`src/rtl/cdb_broadcaster.sv`:
```
// -----------------------------------------------------------------------------
// cdb_broadcaster
//   Transmit side of the common data bus. Each functional unit deposits
//   completed (tag, value) results into its own small FIFO; every cycle a
//   round-robin arbiter picks up to NUM_CDB non-empty FIFOs and loads their
//   heads into registered broadcast lanes, filling lanes from 0 upward.
//
//   Optional feature macro: CDB_BYPASS_EN
//     When defined, an FU whose FIFO is empty may compete with its incoming
//     result in the same cycle; a granted bypass result goes straight to a
//     lane without touching the FIFO. When undefined, every result is
//     written to its FIFO first, which adds one idle cycle of latency.
// -----------------------------------------------------------------------------
module cdb_broadcaster #(
  parameter int NUM_FU     = 8,
  parameter int NUM_CDB    = 2,
  parameter int BIT_WIDTH  = 32,
  parameter int TAG_WIDTH  = 8,
  parameter int FIFO_DEPTH = 2
) (
  input  logic                                clk,
  input  logic                                reset,
  input  logic [NUM_FU-1:0]                   fu_valid,
  output logic [NUM_FU-1:0]                   fu_ready,
  input  logic [NUM_FU-1:0][TAG_WIDTH-1:0]    fu_tag,
  input  logic [NUM_FU-1:0][BIT_WIDTH-1:0]    fu_value,
  output logic [NUM_CDB-1:0][TAG_WIDTH-1:0]   funcUnitTags,
  output logic [NUM_CDB-1:0][BIT_WIDTH-1:0]   funcUnitOut,
  output logic [NUM_CDB-1:0]                  valueReady
);

  localparam int FU_W   = (NUM_FU > 1) ? $clog2(NUM_FU) : 1;
  localparam int LANE_W = (NUM_CDB > 1) ? $clog2(NUM_CDB) : 1;
  localparam int PTR_W  = $clog2(FIFO_DEPTH);
  localparam int CNT_W  = PTR_W + 1;

  typedef struct packed {
    logic [TAG_WIDTH-1:0] tag;
    logic [BIT_WIDTH-1:0] value;
  } result_t;

  // Per-FU result storage and bookkeeping
  result_t                      mem [NUM_FU][FIFO_DEPTH];
  logic [NUM_FU-1:0][PTR_W-1:0] wr_ptr;
  logic [NUM_FU-1:0][PTR_W-1:0] rd_ptr;
  logic [NUM_FU-1:0][CNT_W-1:0] count;
  logic [FU_W-1:0]              rr_ptr;

  logic [NUM_FU-1:0] not_empty;
  logic [NUM_FU-1:0] eligible;
  logic [NUM_FU-1:0] grant;
  logic [NUM_FU-1:0] push;
  logic [NUM_FU-1:0] pop;
  result_t           head [NUM_FU];

  result_t            lane_nxt [NUM_CDB];
  logic [NUM_CDB-1:0] lane_vld_nxt;
  logic               any_grant;
  logic [FU_W-1:0]    last_idx;

  // Occupancy flags and acceptance handshake; ready ignores a same-cycle pop
  always_comb begin
    for (int i = 0; i < NUM_FU; i++) begin
      not_empty[i] = (count[i] != '0);
      fu_ready[i]  = reset && (count[i] < CNT_W'(FIFO_DEPTH));
    end
  end

  // Candidate head per FU: FIFO head, or the incoming result when bypassing
  always_comb begin
    for (int i = 0; i < NUM_FU; i++) begin
      if (not_empty[i]) begin
        head[i]     = mem[i][rd_ptr[i]];
        eligible[i] = 1'b1;
      end else begin
`ifdef CDB_BYPASS_EN
        head[i]     = '{tag: fu_tag[i], value: fu_value[i]};
        eligible[i] = fu_valid[i] && fu_ready[i];
`else
        head[i]     = '0;
        eligible[i] = 1'b0;
`endif
      end
    end
  end

  // Round-robin scan from rr_ptr: k-th eligible FU found drives lane k
  always_comb begin
    int n_grant;
    int idx;
    // NOTE: every output of a combinational block gets a default up front so
    // no path leaves it unassigned; otherwise synthesis infers a latch.
    n_grant      = 0;
    idx          = 0;
    grant        = '0;
    last_idx     = '0;
    lane_vld_nxt = '0;
    for (int k = 0; k < NUM_CDB; k++) lane_nxt[k] = '0;
    for (int j = 0; j < NUM_FU; j++) begin
      idx = int'(rr_ptr) + j;
      if (idx >= NUM_FU) idx = idx - NUM_FU;
      if (eligible[FU_W'(idx)] && (n_grant < NUM_CDB)) begin
        grant[FU_W'(idx)]                 = 1'b1;
        lane_vld_nxt[LANE_W'(n_grant)]    = 1'b1;
        lane_nxt[LANE_W'(n_grant)]        = head[FU_W'(idx)];
        last_idx                          = FU_W'(idx);
        n_grant                           = n_grant + 1;
      end
    end
    any_grant = (n_grant != 0);
  end

  // Pop granted stored heads; a granted bypass result skips the FIFO write
  always_comb begin
    for (int i = 0; i < NUM_FU; i++) begin
      pop[i]  = grant[i] && not_empty[i];
      push[i] = fu_valid[i] && fu_ready[i] && !(grant[i] && !not_empty[i]);
    end
  end

  // FIFO pointers and counts; simultaneous push and pop leaves count unchanged
  always_ff @(posedge clk or negedge reset) begin
    if (!reset) begin
      // NOTE: sequential state uses non-blocking assignments so every register
      // samples pre-edge values, independent of statement order.
      wr_ptr <= '0;
      rd_ptr <= '0;
      count  <= '0;
    end else begin
      for (int i = 0; i < NUM_FU; i++) begin
        if (push[i]) wr_ptr[i] <= wr_ptr[i] + PTR_W'(1);
        if (pop[i])  rd_ptr[i] <= rd_ptr[i] + PTR_W'(1);
        case ({push[i], pop[i]})
          2'b10:   count[i] <= count[i] + CNT_W'(1);
          2'b01:   count[i] <= count[i] - CNT_W'(1);
          default: count[i] <= count[i];
        endcase
      end
    end
  end

  // Result storage write port
  always_ff @(posedge clk) begin
    // NOTE: the storage array is deliberately not reset; emptiness is tracked
    // by count, so stale entries are never read and the RAM stays reset-free.
    for (int i = 0; i < NUM_FU; i++) begin
      if (push[i]) mem[i][wr_ptr[i]] <= '{tag: fu_tag[i], value: fu_value[i]};
    end
  end

  // Broadcast lane registers and round-robin pointer update
  always_ff @(posedge clk or negedge reset) begin
    if (!reset) begin
      valueReady   <= '0;
      funcUnitTags <= '0;
      funcUnitOut  <= '0;
      rr_ptr       <= '0;
    end else begin
      for (int k = 0; k < NUM_CDB; k++) begin
        valueReady[k]   <= lane_vld_nxt[k];
        funcUnitTags[k] <= lane_nxt[k].tag;
        funcUnitOut[k]  <= lane_nxt[k].value;
      end
      if (any_grant) begin
        rr_ptr <= (last_idx == FU_W'(NUM_FU - 1)) ? '0 : last_idx + FU_W'(1);
      end
    end
  end

endmodule

```
`config.mk`:
```
export PLATFORM = sky130hd
export DESIGN_NAME = cdb_broadcaster
export DESIGN_NICKNAME = d
export VERILOG_FILES = /design/src/rtl/cdb_broadcaster.sv
export SDC_FILE = /design/constraint.sdc
export NUM_CORES = 2
export LEC_CHECK = 0
export CAP_MARGIN = 25
export CORE_AREA = 2 2 277 279
export DETAILED_ROUTE_END_ITERATION = 6
export DIE_AREA = 0 0 279 281
export PLACE_DENSITY = 0.74
export SYNTH_ARGS = -nofsm -noshare
export SYNTH_HDL_FRONTEND = slang
export SYNTH_SLANG_ARGS = --single-unit
```
`constraint.sdc`:
```
create_clock -name clk -period 21.2 [get_ports clk]
set_input_delay 3.18 -clock clk [delete_from_list [all_inputs] [get_ports clk]]
set_output_delay 3.18 -clock clk [all_outputs]
set_load 0.005 [all_outputs]
```
==> flow_metrics.env <==
export IMPL_end_kind="register"
export IMPL_register_area_sq_um=21100
export IMPL_fillers=5873
export IMPL_synth_edff_count=640
export IMPL_synthesis_area_sq_um=38900
export IMPL_hp_class="register to register"
export IMPL_overflow=0
export IMPL_drc_errors=0
export IMPL_worst_pin_slew_ns=1.06
export IMPL_ant_nets=0
export IMPL_final_layout_size_suffix_gt1_frac=0.0761
export IMPL_hold_viol=0
export IMPL_dp_cells=4409
export IMPL_syn_instance_count=3269
export IMPL_stdcell_count=4552
export IMPL_avgSynthCellArea_sq_um=11.9
export IMPL_cts_setup_buffers=0
export IMPL_yosys_most_used_dff="edfxtp_1"
export IMPL_dieHeight_microns=281
export IMPL_critPathMaxStageDelay_ns=0.97
export IMPL_dp_hpwl_microns=88800
export IMPL_rsz0062_at_grt="false"
export IMPL_yosys_area_top_type="edfxtp_1"
export IMPL_slowest_stage="dfrtp_4"
export IMPL_arrival_ns=10.29
export IMPL_vias=29100
export IMPL_maxCapViolCount=0
export IMPL_yosys_cell_count_top_type="mux2i_1"
export IMPL_crit_path_max_fanout=57
export IMPL_clock_sinks=716
export IMPL_fin_setup_tns_ns=0
export IMPL_avgViaCountPerCell=6.39
export IMPL_diodes=0
export IMPL_cts_max_path_buffers=3
export IMPL_die_w_microns=279
export IMPL_cts_tree="yes"
export IMPL_synth_common_cells="797 x mux2i_1, 640 x edfxtp_1, 392 x nor2_1"
export IMPL_cp_required_ns=21.48
export IMPL_grt_pass1_wl_microns=179000
export IMPL_synth_top_area_frac=0.494
export IMPL_synthToLayoutAreaGrowth_pct=18.4
export IMPL_clk_pin_slew_worst_paths_ns=0.06
export IMPL_yosysSeqAreaShare=0.543
export IMPL_clk_latency_ns=0.66
export IMPL_cts_inserted_buffers=76
export IMPL_multi_input_area_sq_um=16700
export IMPL_slew_violations=0
export IMPL_clock_fmax_ghz=0.0999
export IMPL_post_route_period_util=0.472
export IMPL_dieArea_sq_um=78400
export IMPL_yosys_warnings=0
export IMPL_crit_type="register to register"
export IMPL_cts_root_buf="clkbuf_16"
export IMPL_routedWlPerCell_microns=27.3
export IMPL_grt_max_degree=84
export IMPL_io_pins=420
export IMPL_drt_iter0_drc=3342
export IMPL_postRouteWirelength_microns=124000
export IMPL_gr_usage_all_layers=0.310
export IMPL_status="finished clean"
export IMPL_cp_start_kind="register"
export IMPL_start_util=0.516
export IMPL_fin_area_sq_um=46100
export IMPL_post_cts_resized=0
export IMPL_fin_crit_ns=10.01
export IMPL_synth_cell_types=72
export IMPL_dr_pass1_iters=7
export IMPL_synthTopCellsByArea="edfxtp_1 49%, mux2i_1 21%, o22ai_1 5.2%"
export IMPL_antenna_found_initial=1
export IMPL_setup_viol=0
export IMPL_skew_ns=0.0337
export IMPL_grt_pass1_vias=28500
export IMPL_cts_hold_buffers=0
export IMPL_async_reset_ff_frac=0.106
export IMPL_num_rows=101
export IMPL_slew_limit_headroom=0.291
export IMPL_nNetsFinal=3868
export IMPL_coreArea_sq_um=75400
export IMPL_placed_cell_area_sq_um=43400
export IMPL_routabilityCongestion=0.996
export IMPL_htree_levels=3
export IMPL_synth_seq_cells=716
export IMPL_portBuffers=378
## worst paths after layout
kind | startpoint | to | slack (ns) | cells past startpoint
min in group asynchronous | reset | funcUnitOut[27]$_DFF_PN0_ | 2.52 | 1
worst max register to register | rr_ptr[1]$_DFFE_PN0P_ | mem[0][133]$_DFFE_PP_ | 11.19 | 27
worst max-delay path | rr_ptr[1]$_DFFE_PN0P_ | mem[0][133]$_DFFE_PP_ | 11.19 | 27
worst min-delay path | wr_ptr[6]$_DFFE_PN0P_ | wr_ptr[6]$_DFFE_PN0P_ | 0.54 | 1
max in group asynchronous | reset | funcUnitTags[2]$_DFF_PN0_ | 17.75 | 2
worst min register to register | wr_ptr[6]$_DFFE_PN0P_ | wr_ptr[6]$_DFFE_PN0P_ | 0.54 | 1
## cells in the final DEF, fill, tap and decap left out, drive strengths merged, types with 4 or more instances in the layout
master / instances
mux2i: 798
edfxtp: 640
nor2: 393
clkdlybuf4s50: 377
o22ai: 323
o21ai: 103
clkbuf: 93
a21oi: 85
dfrtp: 76
o211ai: 72
nand2: 68
buf: 65
nor3: 41
conb: 41
or3: 30
o31ai: 30
clkinv: 27
xor2: 24
ha: 24
inv: 24
xnor2: 22
nand3: 20
nor2b: 19
a31oi: 17
o311ai: 15
a22oi: 14
o32ai: 13
or2: 13
mux4: 11
a21o: 9
bufinv: 9
o21bai: 9
and2: 9
mux2: 7
clkinvlp: 6
a22o: 4
## layer usage
layer	routed length [microns]	part of all wire	global-route usage	vias up
li1	-	-	-	13000
met1	42300	0.34	0.336	14200
met2	65700	0.53	0.567	1507
met3	7670	0.062	0.0480	413
met4	8540	0.069	0.192	2
met5	7	0.000056	0	-
## sequential cells by signal, summed over array words and instances (netlist names)
register and flops:
count 16, funcUnitOut 32, funcUnitTags 8, mem 640
rd_ptr 8, rr_ptr 3, valueReady 1, wr_ptr 8
## worst max-delay path, delay by kind of cell, from the launching register on
kind,cells,cell delay (ns)
AO/OA/AOI/OAI,10,3.06
XOR/XNOR,1,0.13
adder cells (fa/ha/maj),4,1.78
buffers and inverters,5,2.30
flip-flops,1,0.97
AND/OR/NAND/NOR,7,1.28
## cell type report
| type | count | share of cell area |
|---|---|---|
| Clock buffer | 93 | 0.0440 |
| Inverter | 21 | 0.00182 |
| Timing Repair Buffer | 442 | 0.0942 |
| Clock inverter | 45 | 0.0121 |
| Multi-Input combinational cell | 2257 | 0.362 |
| Tap cell | 978 | 0.0266 |
| Sequential cell | 716 | 0.459 |
## kinds of logic after synthesis
group           synth area share
mux                        0.214
compound gates             0.120
flops                      0.543
simple gates              0.0657
buf+inv                   0.0383
xor+xnor                  0.0114
fa+ha+maj                0.00798
other cells            0.0000964
## per-stage QoR
step / hold WS (ns) / worst slack [ns] / utilization
final: 0.541 / 11.19 / 0.611
after global routing: 0.564 / 10.61 / 0.611
after CTS: 0.543 / 11.14 / 0.609
after detailed placement: 0.535 / 11.13 / 0.575
after global placement: 0.522 / 11.33 / 0.575
after floorplan: 0.455 / 11.80 / -
Power is left out: the tool's default activity adds up to more than one toggle a clock period on the data nets, which glitch-free logic cannot reach.
